--- config.mk ---
export PLATFORM = sky130hd
export DESIGN_NAME = traffic_light_ctrl
export DESIGN_NICKNAME = d
export VERILOG_FILES = /design/src/rtl/traffic_light_ctrl.sv
export SDC_FILE = /design/constraint.sdc
export NUM_CORES = 1
export LEC_CHECK = 0
export ABC_CLOCK_PERIOD_IN_PS = 3300
export CORE_ASPECT_RATIO = 0.6
export CORE_MARGIN = 2
export CORE_UTILIZATION = 50
export DETAILED_ROUTE_END_ITERATION = 8
export PLACE_DENSITY = 0.66
export SETUP_SLACK_MARGIN = 0.05
export SYNTH_ARGS = -nofsm -noshare
export SYNTH_HDL_FRONTEND = slang
export SYNTH_SLANG_ARGS = --single-unit
--- constraint.sdc ---
create_clock -name clk -period 3.3 [get_ports clk]
set_input_delay 0.33 -clock clk [delete_from_list [all_inputs] [get_ports clk]]
set_output_delay 0.33 -clock clk [all_outputs]
set_load 0.1 [all_outputs]
--- src/rtl/traffic_light_ctrl.sv ---
// traffic_light_ctrl
//   Two-road intersection sequencer. A prescaler turns the system clock into
//   a one-second tick. The phase timer steps both roads through green, yellow
//   and all-red phases in the order AR2 -> MG -> MY -> AR1 -> SG -> SY -> AR2.
//   A latched pedestrian request shortens main green to MIN_GREEN ticks. The
//   next side-green phase then grants the walk lamp. The remaining phase time
//   is exported for a countdown display.
//
// Ports
//   clk      in   system clock, rising edge
//   rst      in   synchronous reset, active-high
//   en       in   run enable; 0 freezes prescaler and phase timer
//   ped_req  in   pedestrian request, sampled every cycle
//   main_r/main_y/main_g  out  main road lamps
//   side_r/side_y/side_g  out  side road lamps
//   walk     out  pedestrian walk lamp (only during side green)
//   remain   out  ticks remaining in the current phase (dur..1)
//   phase    out  0=MG 1=MY 2=AR1 3=SG 4=SY 5=AR2
module traffic_light_ctrl #(
  parameter int unsigned TICK_DIV    = 50000000,
  parameter int unsigned GREEN_TIME  = 15,
  parameter int unsigned YELLOW_TIME = 5,
  parameter int unsigned ALLRED_TIME = 2,
  parameter int unsigned MIN_GREEN   = 5
) (
  input  logic       clk,
  input  logic       rst,
  input  logic       en,
  input  logic       ped_req,
  output logic       main_r,
  output logic       main_y,
  output logic       main_g,
  output logic       side_r,
  output logic       side_y,
  output logic       side_g,
  output logic       walk,
  output logic [7:0] remain,
  output logic [2:0] phase
);

  typedef enum logic [2:0] {
    S_MG  = 3'd0,
    S_MY  = 3'd1,
    S_AR1 = 3'd2,
    S_SG  = 3'd3,
    S_SY  = 3'd4,
    S_AR2 = 3'd5
  } state_t;

  localparam logic [31:0] PRE_LAST    = 32'(TICK_DIV - 1);
  localparam logic [7:0]  GREEN_D     = 8'(GREEN_TIME);
  localparam logic [7:0]  YELLOW_D    = 8'(YELLOW_TIME);
  localparam logic [7:0]  ALLRED_D    = 8'(ALLRED_TIME);
  localparam logic [7:0]  MG_MIN_LAST = 8'(MIN_GREEN - 1);

  state_t      state;
  state_t      state_nxt;
  logic [31:0] pre_cnt;
  logic [7:0]  tcnt;
  logic        ped_pending;

  logic        tick;
  logic        early_end;
  logic        phase_end;
  logic [7:0]  dur;
  logic [7:0]  dur_nxt;
  logic [5:0]  lamps_nxt;

  // Phase length in ticks for a given state.
  function automatic logic [7:0] dur_of(input state_t s);
    case (s)
      S_MG, S_SG: dur_of = GREEN_D;
      S_MY, S_SY: dur_of = YELLOW_D;
      default:    dur_of = ALLRED_D;
    endcase
  endfunction

  // The fixed cyclic successor of each state.
  function automatic state_t next_of(input state_t s);
    case (s)
      S_AR2:   next_of = S_MG;
      S_MG:    next_of = S_MY;
      S_MY:    next_of = S_AR1;
      S_AR1:   next_of = S_SG;
      S_SG:    next_of = S_SY;
      default: next_of = S_AR2;
    endcase
  endfunction

  // Lamp pattern {main_r, main_y, main_g, side_r, side_y, side_g}.
  function automatic logic [5:0] lamps_of(input state_t s);
    case (s)
      S_MG:    lamps_of = 6'b001_100;
      S_MY:    lamps_of = 6'b010_100;
      S_SG:    lamps_of = 6'b100_001;
      S_SY:    lamps_of = 6'b100_010;
      default: lamps_of = 6'b100_100;
    endcase
  endfunction

  always_comb begin
    tick      = en && (pre_cnt == PRE_LAST);
    dur       = dur_of(state);
    // A pending pedestrian cuts main green once MIN_GREEN ticks have elapsed.
    early_end = (state == S_MG) && ped_pending && (tcnt >= MG_MIN_LAST);
    phase_end = tick && ((tcnt == dur - 8'd1) || early_end);
    state_nxt = next_of(state);
    dur_nxt   = dur_of(state_nxt);
    lamps_nxt = lamps_of(state_nxt);
  end

  always_ff @(posedge clk) begin
    if (rst) begin
      state       <= S_AR2;
      pre_cnt     <= '0;
      tcnt        <= '0;
      ped_pending <= 1'b0;
      walk        <= 1'b0;
      {main_r, main_y, main_g, side_r, side_y, side_g} <= lamps_of(S_AR2);
      phase       <= 3'(S_AR2);
      remain      <= ALLRED_D;
    end else begin
      if (en) begin
        pre_cnt <= tick ? '0 : pre_cnt + 32'd1;
      end

      ped_pending <= ped_pending | ped_req;

      if (phase_end) begin
        state  <= state_nxt;
        tcnt   <= '0;
        remain <= dur_nxt;
        phase  <= 3'(state_nxt);
        {main_r, main_y, main_g, side_r, side_y, side_g} <= lamps_nxt;
        // Entering side green consumes the pending request. A request in
        // this same cycle is kept pending so it is not lost.
        if (state_nxt == S_SG) begin
          walk        <= ped_pending;
          ped_pending <= ped_req;
        end
        if (state == S_SG) begin
          walk <= 1'b0;
        end
      end else if (tick) begin
        tcnt   <= tcnt + 8'd1;
        remain <= dur - (tcnt + 8'd1);
      end
    end
  end

endmodule

Yosys cells after proc, flatten, opt, wreduce, memory -nomap -nowiden
Cells that the tools add are included.
- flip-flop bits (word level): 59
- output and inout bits: 18
- logic and storage cells: 54
- $add $sub $neg: 4
- order comparisons: 1
- equal/unequal tests: 10
- multiplexer cells: 11
- bitwise operators: 1
- reductions and logical operators: 15
- operators with widths (cell ; count):
    32-bit by 1-bit adder with 32-bit output, second input constant ; 1
    32-bit by 26-bit == test with 1-bit output, second input constant ; 1
    32-bit two-way mux ; 1
    6-bit one-hot mux with 4 select lines ; 1
    8-bit two-way mux ; 2
    4-bit one-hot mux with 2 select lines ; 2
    3-bit one-hot mux with 5 select lines ; 1
    2-bit OR reduction ; 5
    3-bit by 2-bit == test with 1-bit output, second input constant ; 3
    3-bit == test, second input constant ; 3
    8-bit by 1-bit adder with 8-bit output, second input constant ; 1
    8-bit == test ; 1
    8-bit by 3-bit >= comparator with 1-bit output, second input constant ; 1
    8-bit by 1-bit subtractor with 8-bit output, second input constant ; 1
    8-bit subtractor ; 1
    3-bit by 1-bit == test with 1-bit output, second input constant ; 2
    3-bit logical NOT ; 2
    1-bit logical AND ; 4
    1-bit two-way mux ; 4
    2-bit nonzero test ; 2
    2-bit AND reduction ; 1
    1-bit logical OR ; 1
    1-bit bitwise OR ; 1

Longest topological paths before layout
Gate-level depths: netlist of the first run.
- word-level depth: 8
- mapped depth: 10
- gate-level depth less buffers: 9

Worst setup path before layout of the first run
OpenSTA, ideal clock, no wires.
- path kind: register to register
- start: register state[0]
- end: register remain[6]
- library setup time: 0.101 ns
- arrival time: 3.102 ns
- path slack: 0.097 ns
- stages on the path, launching flop included: 11
- cells stage by stage: dfxtp_1 -> buf_2 -> mux2i_1 -> inv_1 -> ha_1 -> fa_1 -> nand2b_1 -> a21oi_1 -> mux2i_1 -> xor2_1 -> o41ai_1
- word-level cells in the longest chain between the ends: 8
- elaborated cells on any way between the ends: 17
- RTL lines (element ; RTL line ; text):
    start, declared ; 56 ; state_t state;
    start signal, assigned ; 130 ; state <= state_nxt;
    3-bit by 1-bit == test with 1-bit output, or another cell as far along ; 71 ; case (s)
    2-bit OR reduction ; 71 ;
    4-bit one-hot mux with 2 select lines ; 71 ;
    8-bit by 1-bit subtractor with 8-bit output ; 106 ; phase_end = tick && ((tcnt == dur - 8'd1) || early_end);
    8-bit == test ; 106 ;
    1-bit logical OR ; 106 ;
    1-bit logical AND ; 106 ;
    8-bit two-way mux / 2-bit nonzero test (equally long branches) ; -- ;
    end signal, assigned ; 132 ; remain <= dur_nxt;
    end signal, assigned ; 146 ; remain <= dur - (tcnt + 8'd1);
    end, declared ; 37 ; output logic [7:0] remain,
Parallel ways exist; a longest one is shown, timed or not. The select of a mux whose other input is x is not followed.
A chain may end at the register's enable or synchronous reset.

Worst setup path after layout of the first run
Ends and elaborated chain as after synthesis.

==> flow_results.xml, run 1 <==
<?xml version="1.0" encoding="UTF-8"?>
<metrics>
  <group name="status">
    <metric name="run_status" unit="">finished clean</metric>
  </group>
  <group name="setup_path">
    <metric name="critical_path.max_fanout" unit="">10</metric>
    <metric name="timing.reg2reg.worst_path_depth" unit="">9</metric>
    <metric name="critical_path_arrival" unit="ps">3090</metric>
    <metric name="r2r_start" unit="">state[0]</metric>
    <metric name="critical-path-max-stage-delay" unit="ps">530</metric>
    <metric name="worst_path_dominant_cell_family" unit="">multiplexers</metric>
    <metric name="critPathSlowestCell" unit="">dfxtp_1</metric>
    <metric name="worst-endpoint-required" unit="ps">3560</metric>
    <metric name="rrSetupSlack" unit="ps">470</metric>
    <metric name="critPathBufInv" unit="">1</metric>
    <metric name="timing.critical_path.to_type" unit="">flip-flop</metric>
    <metric name="crit_top_cell" unit="">mux2i_1</metric>
    <metric name="crit_path_cell_trace" unit="">mux2i_1, inv_1, ha_1, fa_1, nand2b_1, a21oi_1, mux2i_1, xor2_1, o41ai_1</metric>
    <metric name="crit_type" unit="">flip-flop to flip-flop</metric>
    <metric name="rr_endpoint" unit="">remain[6]</metric>
    <metric name="worst_setup_path_start_kind" unit="">flip-flop</metric>
  </group>
  <group name="die">
    <metric name="floorplan.rows" unit="">22</metric>
    <metric name="dieArea" unit="um2">7299</metric>
    <metric name="num_io_pins" unit="">22</metric>
    <metric name="start_util" unit="%">52.90</metric>
    <metric name="dieWidth" unit="um">109.0</metric>
    <metric name="die_height" unit="um">66.98</metric>
    <metric name="core_area" unit="um2">6248</metric>
  </group>
  <group name="placement">
    <metric name="place.detailed.hpwl" unit="um">5544</metric>
    <metric name="gpl.final_weighted_congestion" unit="">0.9199</metric>
    <metric name="numPortBuffers" unit="">21</metric>
  </group>
  <group name="power_and_ir_drop">
    <metric name="cellPowerDensity" unit="nW/um2">378.6</metric>
    <metric name="power_leakage" unit="nW">1.334</metric>
    <metric name="total_power" unit="mW">1.426</metric>
    <metric name="p_clk_share" unit="%">42.3</metric>
    <metric name="internal_power" unit="mW">1.062</metric>
    <metric name="net-switching-power" unit="mW">0.3639</metric>
    <metric name="power_frac_comb" unit="%">6.3</metric>
    <metric name="ir_drop" unit="uV">245.6</metric>
    <metric name="share_seq_of_total_power" unit="%">51.4</metric>
    <metric name="p_sw_share" unit="%">25.52</metric>
  </group>
  <group name="detailed_routing">
    <metric name="post-route-drc-count" unit="">0</metric>
    <metric name="route.antenna.remaining_nets" unit="">0</metric>
    <metric name="drt_iter0_drc" unit="">203</metric>
    <metric name="routed_wl" unit="um">8153</metric>
    <metric name="first_pass_iters" unit="">5</metric>
    <metric name="detail_route.wl_per_cell" unit="um">15.95</metric>
    <metric name="num_vias" unit="">2997</metric>
    <metric name="drt-vias-per-instance" unit="">5.865</metric>
  </group>
  <group name="global_route">
    <metric name="grt_start_max_net_pins" unit="">31</metric>
    <metric name="grtUsageTotal" unit="%">24.48</metric>
    <metric name="global_route_wire_length_before_repair" unit="um">13380</metric>
    <metric name="grt_antenna_before_repair" unit="">0</metric>
    <metric name="grt_remaining_overflow" unit="">0</metric>
    <metric name="via_count_of_the_first_global_routing_pass" unit="">2688</metric>
  </group>
  <group name="synth">
    <metric name="synthArstFlopShare" unit="%">0</metric>
    <metric name="yosys_register_bits" unit="">59</metric>
    <metric name="synth_seq_area_share" unit="%">35.73</metric>
    <metric name="mapped_cells" unit="">405</metric>
    <metric name="synthesized_area_divided_by_synthesized_cell_count" unit="um2">8.162</metric>
    <metric name="synth_largest_type_area_fraction" unit="%">35.73</metric>
    <metric name="synthesis.area" unit="um2">3306</metric>
    <metric name="synth.area.top_cells" unit="">dfxtp_1 (36%), nor2_1 (7.2%), xnor2_1 (6.9%), nand3_1 (3.8%), xor2_1 (3.4%)</metric>
    <metric name="yosys.area.top_type" unit="">dfxtp_1</metric>
    <metric name="synth_nets" unit="">417</metric>
    <metric name="synth_enable_flop_cells" unit="">0</metric>
    <metric name="synth-warning-count" unit="">0</metric>
    <metric name="dominantRegCellSynth" unit="">dfxtp_1</metric>
    <metric name="library_cells_used_by_synthesis" unit="">57</metric>
  </group>
  <group name="hold_path">
    <metric name="hp-start" unit="">remain[4]</metric>
    <metric name="whs_path_depth" unit="">2</metric>
    <metric name="min_path_type" unit="">flip-flop to flip-flop</metric>
    <metric name="min_to" unit="">remain[4]</metric>
  </group>
  <group name="sta">
    <metric name="finalCriticalPeriod" unit="ps">2832</metric>
    <metric name="fin_tns_setup" unit="ps">0</metric>
    <metric name="max_slew.worst_pin.slew" unit="ps">975.4</metric>
    <metric name="min_period_over_period" unit="%">85.81</metric>
    <metric name="slew_violations" unit="">0</metric>
    <metric name="clock-skew-final" unit="ps">4.673</metric>
    <metric name="max_slew_margin" unit="%">34.77</metric>
    <metric name="grt_setup_unrepaired" unit="">false</metric>
    <metric name="setup_viol" unit="">0</metric>
    <metric name="max_freq" unit="GHz">0.3532</metric>
    <metric name="final-hold-violation-count" unit="">0</metric>
    <metric name="finalHoldWorstSlack" unit="ps">458.2</metric>
  </group>
  <group name="finish">
    <metric name="drive_gt1_share" unit="%">8.197</metric>
    <metric name="fillerInstances" unit="">560</metric>
    <metric name="design.final.nets" unit="">434</metric>
    <metric name="postLayoutCoreUtil" unit="%">60.27</metric>
    <metric name="diodes" unit="">0</metric>
    <metric name="p_r_area_growth_vs_syn" unit="%">13.93</metric>
  </group>
  <group name="cts">
    <metric name="cts_made_buffers" unit="">9</metric>
    <metric name="cts_root_buf" unit="">clkbuf_8</metric>
    <metric name="cts_tree" unit="">yes</metric>
    <metric name="buffer_count_from_post_cts_setup_fixing" unit="">0</metric>
    <metric name="worst_skew_pair.late_latency" unit="ps">360</metric>
    <metric name="cts_max_level" unit="">3</metric>
    <metric name="worst_setup_hold_path_clk_slew" unit="ps">70</metric>
    <metric name="cts_max_path_buffers" unit="">2</metric>
    <metric name="cts_num_sinks" unit="">59</metric>
    <metric name="post_cts.resized_instances" unit="">0</metric>
    <metric name="hold_buffers" unit="">0</metric>
  </group>
  <group name="job">
    <metric name="cap_viol_max_count" unit="">0</metric>
  </group>
</metrics>
area by class of cell:
class	count	area [um2]	share of cell area, %
Multi-Input combinational cell	308	1968	52.26
Sequential cell	59	1181	31.36
Timing Repair Buffer	33	297.8	7.907
Clock buffer	14	162.7	4.319
Tap cell	84	105.1	2.791
Inverter	11	41.29	1.096
Clock inverter	2	10.01	0.2658
cells in the mapped netlist, drive strengths merged (9+ instances only):
cell / count
dfxtp: 59
nand2: 26
nor4: 9
clkbuf: 20
xor2: 13
nand4: 19
nor3: 13
nor2: 63
a21oi: 20
inv: 11
nand3: 25
xnor2: 26
mux2i: 10
kinds of logic after synthesis:
group	after synthesis	share of synthesized area, %
and+or+nand+nor	188	28.84
AOI/OAI and AO/OA	63	14.08
DFF	59	35.73
xor gates and xnor gates	39	10.33
buffers and inverters	38	4.731
muxes	10	3.028
adders and majority gates	8	3.255
worst register-to-register path, delay by kind of cell (launching register included):
kind / cells / cell delay (ps)
mux: 2 / 690
fa+ha+maj: 2 / 620
flops: 1 / 530
compound gates: 2 / 530
simple gates: 1 / 160
buf+inv: 1 / 100
xor+xnor: 1 / 90
per-layer routing:
metal | vias up | GRT usage (%) | wire length (um)
met2 | 112 | 31.52 | 3040
li1 | 1491 | - | -
met1 | 1382 | 36.57 | 4350
met4 | 0 | 9.936 | 124
met5 | - | 0 | 0
met3 | 12 | 7.534 | 639
placed cells by master (no fill, tap or decap), types with 3 or more instances in the layout:
cell type / netlist / final
nor2_1: 63 / 63
dfxtp_1: 59 / 59
nand2_1: 26 / 26
xnor2_1: 26 / 26
nand3_1: 25 / 25
a21oi_1: 20 / 20
clkdlybuf4s50_1: 0 / 20
nand4_1: 18 / 18
xor2_1: 13 / 13
buf_4: 2 / 13
nor3_1: 12 / 12
inv_1: 11 / 11
clkbuf_8: 0 / 11
mux2i_1: 10 / 10
nor4_1: 9 / 9
and3_1: 7 / 7
ha_1: 7 / 7
o21ai_0: 5 / 5
and4_1: 5 / 5
nand2b_1: 5 / 5
o2111ai_1: 4 / 4
a311oi_1: 4 / 4
nor2b_1: 3 / 3
or4_1: 3 / 3
o41ai_1: 3 / 3
clkbuf_1: 20 / 3
registers in the layout, indices dropped and copies added, names as in the netlist:
register     count
walk             1
side_g           1
main_y           1
main_g           1
ped_pending      1
side_r           1
state            3
side_y           1
pre_cnt         32
main_r           1
tcnt             8
remain           8
metrics by stage:
step / worst slack, ps / instance area (um2) / std cells
after global routing: 210.2 / 3766 / 511
after detailed placement: 503.7 / 3593 / 495
after floorplan: 97.03 / 3306 / 405
after global placement: 605.1 / 3593 / 495
after CTS: 478.6 / 3766 / 511
final: 468.4 / 3766 / 511
worst max-delay path by stage:
stage,startpoint,endpoint,slack (ps),cells past startpoint
2_1_floorplan,state[0],remain[6],100,10
3_3_place_gp,state[0],remain[6],610,9
3_5_place_dp,state[0],remain[6],500,9
4_1_cts,state[0],remain[6],480,9
5_1_grt,state[0],remain[6],210,9
6_report,state[0],remain[6],470,9
power groups by stage:
stage | Sequential [mW] | Combinational (mW) | Clock, mW
after global placement | 0.748 | 0.0868 | 0
after floorplan | 0.754 | 0.0604 | 0
after CTS | 0.732 | 0.0886 | 0.618
after global routing | 0.734 | 0.0966 | 0.646
final | 0.733 | 0.0892 | 0.603
after detailed placement | 0.748 | 0.0880 | 0
(Power assumes the default switching activity.)
==> run 2, diff against run 1 <==
--- a/config.mk
+++ b/config.mk
@@ -11,4 +11,5 @@
 export CORE_UTILIZATION = 50
 export DETAILED_ROUTE_END_ITERATION = 8
+export GPL_ROUTABILITY_DRIVEN = 0
 export PLACE_DENSITY = 0.66
 export SETUP_SLACK_MARGIN = 0.05
==> constraint.sdc (replaced) <==
create_clock -name clk -period 3.3 [get_ports clk]
set_input_delay 0.33 -clock clk [delete_from_list [all_inputs] [get_ports clk]]
set_output_delay 0.33 -clock clk [all_outputs]
set_load 0.02 [all_outputs]
==> flow_results.xml, run 2 (synthesized netlist as in run 1, its figures left out) <==
<?xml version="1.0" encoding="UTF-8"?>
<metrics>
  <group name="status">
    <metric name="run_status" unit="">finished clean</metric>
  </group>
  <group name="setup_path">
    <metric name="number_of_cells_on_the_critical_path" unit="">9</metric>
    <metric name="critical-path-max-stage-delay" unit="ps">530</metric>
    <metric name="crit_path_cell_trace" unit="">mux2i_1, inv_1, ha_1, fa_1, nand2b_1, a21oi_1, mux2i_1, xor2_1, o41ai_1</metric>
    <metric name="critical_path_arrival" unit="ps">3110</metric>
    <metric name="critical_path.max_fanout" unit="">10</metric>
    <metric name="critPathBufInv" unit="">1</metric>
    <metric name="worst_setup_path_start_kind" unit="">flip-flop</metric>
    <metric name="rrSetupSlack" unit="ps">420</metric>
    <metric name="worst-endpoint-required" unit="ps">3540</metric>
    <metric name="crit_type" unit="">flip-flop to flip-flop</metric>
    <metric name="rr_endpoint" unit="">remain[6]</metric>
    <metric name="r2r_start" unit="">state[0]</metric>
    <metric name="critPathSlowestCell" unit="">dfxtp_1</metric>
    <metric name="cp-endpoint" unit="">remain[6]</metric>
    <metric name="timing.critical_path.to_type" unit="">flip-flop</metric>
    <metric name="startpoint" unit="">state[0]</metric>
    <metric name="worst_path_dominant_cell_family" unit="">multiplexers</metric>
    <metric name="timing.reg2reg.worst_path_depth" unit="">9</metric>
    <metric name="crit_top_cell" unit="">mux2i_1</metric>
  </group>
  <group name="sta">
    <metric name="final-hold-violation-count" unit="">0</metric>
    <metric name="setup_slack" unit="ps">424.2</metric>
    <metric name="clock-skew-final" unit="ps">7.909</metric>
    <metric name="max_slew_margin" unit="%">58.57</metric>
    <metric name="grt_setup_unrepaired" unit="">false</metric>
    <metric name="max_slew.worst_pin.slew" unit="ps">616.8</metric>
    <metric name="max_freq" unit="GHz">0.3477</metric>
    <metric name="min_period_over_period" unit="%">87.14</metric>
    <metric name="finalHoldWorstSlack" unit="ps">455.1</metric>
    <metric name="setup_viol" unit="">0</metric>
    <metric name="fin_tns_setup" unit="ps">0</metric>
    <metric name="slew_violations" unit="">0</metric>
    <metric name="finalCriticalPeriod" unit="ps">2876</metric>
  </group>
  <group name="hold_path">
    <metric name="min_path_type" unit="">flip-flop to flip-flop</metric>
    <metric name="whs_path_depth" unit="">2</metric>
  </group>
  <group name="global_route">
    <metric name="grt_antenna_before_repair" unit="">0</metric>
    <metric name="via_count_of_the_first_global_routing_pass" unit="">2730</metric>
    <metric name="global_route_wire_length_before_repair" unit="um">13310</metric>
    <metric name="grtUsageTotal" unit="%">23.87</metric>
    <metric name="grt_start_max_net_pins" unit="">31</metric>
    <metric name="grt_remaining_overflow" unit="">0</metric>
  </group>
  <group name="finish">
    <metric name="finish.cell_count_without_fillers" unit="">507</metric>
    <metric name="flip_flop_count_of_the_largest_register_all_copies_and_words_added" unit="">32</metric>
    <metric name="layout_common_cells" unit="">nor2_1 (63), dfxtp_1 (59), nand2_1 (26), xnor2_1 (26), nand3_1 (25)</metric>
    <metric name="biggestRegsByFlops" unit="">pre_cnt (32), remain (8), tcnt (8)</metric>
    <metric name="fillerInstances" unit="">557</metric>
    <metric name="layout_commonest_cell" unit="">nor2_1</metric>
    <metric name="post-route-cell-area" unit="um2">3762</metric>
    <metric name="p_r_area_growth_vs_syn" unit="%">13.82</metric>
    <metric name="postLayoutCoreUtil" unit="%">60.21</metric>
    <metric name="registers.top_by_ff_count" unit="">pre_cnt</metric>
    <metric name="drive_gt1_share" unit="%">7.565</metric>
    <metric name="design.final.nets" unit="">432</metric>
    <metric name="diodes" unit="">0</metric>
  </group>
  <group name="cts">
    <metric name="cts_root_buf" unit="">clkbuf_8</metric>
    <metric name="cts_max_path_buffers" unit="">2</metric>
    <metric name="buffer_count_from_post_cts_setup_fixing" unit="">0</metric>
    <metric name="hold_buffers" unit="">0</metric>
    <metric name="cts_made_buffers" unit="">9</metric>
    <metric name="worst_setup_hold_path_clk_slew" unit="ps">60</metric>
    <metric name="cts_max_level" unit="">3</metric>
    <metric name="cts_num_sinks" unit="">59</metric>
    <metric name="post_cts.resized_instances" unit="">0</metric>
    <metric name="worst_skew_pair.late_latency" unit="ps">340</metric>
    <metric name="cts_tree" unit="">yes</metric>
  </group>
  <group name="power_and_ir_drop">
    <metric name="cellPowerDensity" unit="nW/um2">381.7</metric>
    <metric name="p_clk_share" unit="%">43.7</metric>
    <metric name="share_seq_of_total_power" unit="%">51.0</metric>
    <metric name="internal_power" unit="mW">1.109</metric>
    <metric name="total_power" unit="mW">1.436</metric>
    <metric name="power_frac_comb" unit="%">5.3</metric>
    <metric name="power_leakage" unit="nW">1.329</metric>
    <metric name="net-switching-power" unit="mW">0.3271</metric>
    <metric name="p_sw_share" unit="%">22.78</metric>
    <metric name="ir_drop" unit="uV">218.1</metric>
  </group>
  <group name="die">
    <metric name="start_util" unit="%">52.90</metric>
    <metric name="die_height" unit="um">66.98</metric>
    <metric name="core_area" unit="um2">6248</metric>
    <metric name="dieArea" unit="um2">7299</metric>
    <metric name="num_io_pins" unit="">22</metric>
    <metric name="floorplan.rows" unit="">22</metric>
    <metric name="dieWidth" unit="um">109.0</metric>
  </group>
  <group name="detailed_routing">
    <metric name="num_vias" unit="">2966</metric>
    <metric name="detail_route.wl_per_cell" unit="um">15.56</metric>
    <metric name="post-route-drc-count" unit="">0</metric>
    <metric name="routed_wl" unit="um">7887</metric>
    <metric name="first_pass_iters" unit="">5</metric>
    <metric name="drt-vias-per-instance" unit="">5.850</metric>
    <metric name="route.antenna.remaining_nets" unit="">0</metric>
    <metric name="drt_iter0_drc" unit="">261</metric>
  </group>
  <group name="placement">
    <metric name="placed_cells_incl_taps" unit="">493</metric>
    <metric name="dp_worst_slack" unit="ps">456.7</metric>
    <metric name="place.detailed.hpwl" unit="um">5428</metric>
    <metric name="placedInstanceArea" unit="um2">3581</metric>
    <metric name="numPortBuffers" unit="">21</metric>
  </group>
  <group name="job">
    <metric name="cap_viol_max_count" unit="">0</metric>
  </group>
</metrics>
-- run 2: changes by cell type in the layout (fill, tap and decap cells not counted) --
cell / delta
clkdlybuf4s50_1: +1
clkbuf_1: -2
clkbuf_8: -1
bufinv_16: +1
buf_4: -3
-- run 2: how the worst min path moves through the flow --
stage,slack [ps],start,end
floorplan,470,pre_cnt[14],pre_cnt[14]
global placement,450,remain[4],remain[4]
detailed placement,450,remain[4],remain[4]
CTS,460,remain[4],remain[4]
global route,490,side_y,side_y
finish,460,remain[4],remain[4]
-- run 2: worst reg2reg max path, cell delays in order, from the launching register on --
cell      delay [ps]
dfxtp_1          530
mux2i_1          450
inv_1            100
ha_1             220
fa_1             410
nand2b_1         160
a21oi_1          320
mux2i_1          260
xor2_1            90
o41ai_1          230
-- run 2: routing by layer --
| layer | routed length, um | vias up | global-route usage (%) |
|---|---|---|---|
| li1 | - | 1475 | - |
| met2 | 2995 | 107 | 32.69 |
| met3 | 637 | 7 | 8.023 |
| met4 | 62 | 0 | 7.212 |
| met5 | 0 | - | 0 |
| met1 | 4191 | 1377 | 34.65 |
-- run 2: cell type report --
cell class,count,area (um2),share of cell area (%)
multi-input cells,308,1968,52.31
flip-flops and latches,59,1181,31.39
repair buffers,31,285.3,7.582
clock buffers,11,141.4,3.758
well taps,84,105.1,2.793
inverters,11,41.29,1.097
clock inverters,3,40.04,1.064
-- run 2: power by group through the flow --
stage / clock, mW / combinational, mW / sequential, mW
2_1_floorplan: 0 / 0.0604 / 0.741
3_5_place_dp: 0 / 0.0754 / 0.748
5_1_grt: 0.677 / 0.0837 / 0.734
4_1_cts: 0.646 / 0.0758 / 0.732
3_3_place_gp: 0 / 0.0742 / 0.748
6_report: 0.627 / 0.0760 / 0.733
==> run 3, diff against run 2 <==
Settings changed: CTS_BUF_LIST set to sky130_fd_sc_hd__clkbuf_16.
==> flow_results.xml, run 3 (synthesized netlist as in run 1, its figures left out) <==
<?xml version="1.0" encoding="UTF-8"?>
<metrics>
  <group name="cts">
    <metric name="cts_root_buf" unit="">clkbuf_16</metric>
    <metric name="cts_max_path_buffers" unit="">2</metric>
    <metric name="cts_num_sinks" unit="">59</metric>
    <metric name="worst_skew_pair.late_latency" unit="ps">330</metric>
    <metric name="hold_buffers" unit="">0</metric>
    <metric name="post_cts.resized_instances" unit="">0</metric>
    <metric name="worst_setup_hold_path_clk_slew" unit="ps">50</metric>
    <metric name="buffer_count_from_post_cts_setup_fixing" unit="">0</metric>
    <metric name="cts_tree" unit="">yes</metric>
    <metric name="cts_made_buffers" unit="">9</metric>
    <metric name="cts_max_level" unit="">3</metric>
  </group>
  <group name="global_route">
    <metric name="grt_antenna_before_repair" unit="">0</metric>
    <metric name="via_count_of_the_first_global_routing_pass" unit="">2770</metric>
    <metric name="grt_remaining_overflow" unit="">0</metric>
    <metric name="global_route_wire_length_before_repair" unit="um">13570</metric>
    <metric name="grtUsageTotal" unit="%">24.46</metric>
    <metric name="grt_start_max_net_pins" unit="">31</metric>
  </group>
  <group name="sta">
    <metric name="final-hold-violation-count" unit="">0</metric>
    <metric name="setup_slack" unit="ps">423.0</metric>
    <metric name="max_slew_margin" unit="%">57.38</metric>
    <metric name="grt_setup_unrepaired" unit="">false</metric>
    <metric name="slew_violations" unit="">0</metric>
    <metric name="setup_viol" unit="">0</metric>
    <metric name="clock-skew-final" unit="ps">5.001</metric>
    <metric name="fin_tns_setup" unit="ps">0</metric>
    <metric name="max_freq" unit="GHz">0.3476</metric>
    <metric name="max_slew.worst_pin.slew" unit="ps">633.4</metric>
    <metric name="finalCriticalPeriod" unit="ps">2877</metric>
    <metric name="min_period_over_period" unit="%">87.18</metric>
  </group>
  <group name="detailed_routing">
    <metric name="drt-vias-per-instance" unit="">5.913</metric>
    <metric name="routed_wl" unit="um">8052</metric>
    <metric name="first_pass_iters" unit="">5</metric>
    <metric name="detail_route.wl_per_cell" unit="um">15.88</metric>
    <metric name="drt_iter0_drc" unit="">235</metric>
    <metric name="num_vias" unit="">2998</metric>
    <metric name="post-route-drc-count" unit="">0</metric>
    <metric name="route.antenna.remaining_nets" unit="">0</metric>
  </group>
  <group name="setup_path">
    <metric name="critical_path_arrival" unit="ps">3100</metric>
    <metric name="critPathBufInv" unit="">1</metric>
    <metric name="crit_type" unit="">flip-flop to flip-flop</metric>
    <metric name="worst_path_dominant_cell_family" unit="">multiplexers</metric>
    <metric name="critical_path.max_fanout" unit="">10</metric>
    <metric name="critPathSlowestCell" unit="">dfxtp_1</metric>
    <metric name="worst_setup_path_start_kind" unit="">flip-flop</metric>
    <metric name="crit_top_cell" unit="">mux2i_1</metric>
    <metric name="worst-endpoint-required" unit="ps">3530</metric>
    <metric name="rrSetupSlack" unit="ps">420</metric>
    <metric name="timing.critical_path.to_type" unit="">flip-flop</metric>
    <metric name="critical-path-max-stage-delay" unit="ps">520</metric>
    <metric name="crit_path_cell_trace" unit="">mux2i_1, inv_1, ha_1, fa_1, nand2b_1, a21oi_1, mux2i_1, xor2_1, o41ai_1</metric>
  </group>
  <group name="power_and_ir_drop">
    <metric name="power_leakage" unit="nW">1.374</metric>
    <metric name="ir_drop" unit="uV">255.0</metric>
    <metric name="cellPowerDensity" unit="nW/um2">437.2</metric>
  </group>
  <group name="finish">
    <metric name="flip_flop_count_of_the_largest_register_all_copies_and_words_added" unit="">32</metric>
    <metric name="biggestRegsByFlops" unit="">pre_cnt (32), remain (8), tcnt (8)</metric>
    <metric name="drive_gt1_share" unit="%">7.329</metric>
    <metric name="layout_commonest_cell" unit="">nor2_1</metric>
    <metric name="p_r_area_growth_vs_syn" unit="%">16.58</metric>
    <metric name="diodes" unit="">0</metric>
    <metric name="postLayoutCoreUtil" unit="%">61.67</metric>
    <metric name="design.final.nets" unit="">432</metric>
    <metric name="layout_common_cells" unit="">nor2_1 (63), dfxtp_1 (59), nand2_1 (26), xnor2_1 (26), nand3_1 (25)</metric>
    <metric name="registers.top_by_ff_count" unit="">pre_cnt</metric>
  </group>
  <group name="die">
    <metric name="start_util" unit="%">52.90</metric>
    <metric name="dieArea" unit="um2">7299</metric>
    <metric name="dieWidth" unit="um">109.0</metric>
    <metric name="die_height" unit="um">66.98</metric>
    <metric name="floorplan.rows" unit="">22</metric>
    <metric name="num_io_pins" unit="">22</metric>
    <metric name="core_area" unit="um2">6248</metric>
  </group>
  <group name="job">
    <metric name="cap_viol_max_count" unit="">0</metric>
  </group>
  <group name="placement">
    <metric name="dp_worst_slack" unit="ps">456.7</metric>
    <metric name="numPortBuffers" unit="">21</metric>
    <metric name="place.detailed.hpwl" unit="um">5428</metric>
  </group>
  <group name="hold_path">
    <metric name="min_path_type" unit="">flip-flop to flip-flop</metric>
  </group>
  <group name="status">
    <metric name="run_status" unit="">finished clean</metric>
  </group>
</metrics>
run 3: cell types whose count changed in the layout (fill, tap and decap cells not counted):
cell / change
clkbuf_8: -10
clkbuf_16: +9
clkbuf_1: -1
clkinv_1: +1
inv_1: +1
run 3: area by class of cell:
cell class	instances	area, um2
fillers	538	2395
multi-input cells	308	1968
flip-flops and latches	59	1181
repair buffers	31	285.3
clock buffers	9	225.2
well taps	84	105.1
clock inverters	5	47.55
inverters	11	41.29
run 3: power by group:
| part | internal [mW] | total (mW) | switching, mW |
|---|---|---|---|
| logic | 0.0322 | 0.0760 | 0.0438 |
| clock network | 0.566 | 0.874 | 0.308 |
| registers | 0.720 | 0.735 | 0.0151 |
run 3: metrics by stage:
step | hold slack, ps | cell area [um2] | cells | total power, mW
2_1_floorplan | 471.6 | 3306 | 405 | 0.8014
3_3_place_gp | 447.0 | 3581 | 493 | 0.8219
3_5_place_dp | 447.3 | 3581 | 493 | 0.8236
4_1_cts | 457.3 | 3854 | 507 | 1.701
5_1_grt | 486.3 | 3854 | 507 | 1.742
6_report | 453.1 | 3854 | 507 | 1.685
run 3: worst register-to-register path, cell delays in order, from the launching register on:
cell and delay, ps:
dfxtp_1 520, mux2i_1 450, inv_1 100, ha_1 220, fa_1 410, nand2b_1 160
a21oi_1 320, mux2i_1 260, xor2_1 90, o41ai_1 230
run 3: worst paths after layout:
check / start / endpoint / depth (start not counted)
setup reg to reg: state[0] / remain[6] / 9
hold / removal: remain[4] / remain[4] / 2
setup / recovery: state[0] / remain[6] / 9
hold reg to reg: remain[4] / remain[4] / 2
run 3: per-layer routing:
layer / global-route usage (%) / up-vias / share of wire [%]
met5: 0 / - / 0
met4: 8.333 / 0 / 1.2
met3: 8.415 / 12 / 8.5
met2: 33.93 / 117 / 39
met1: 34.71 / 1386 / 51
li1: - / 1483 / -
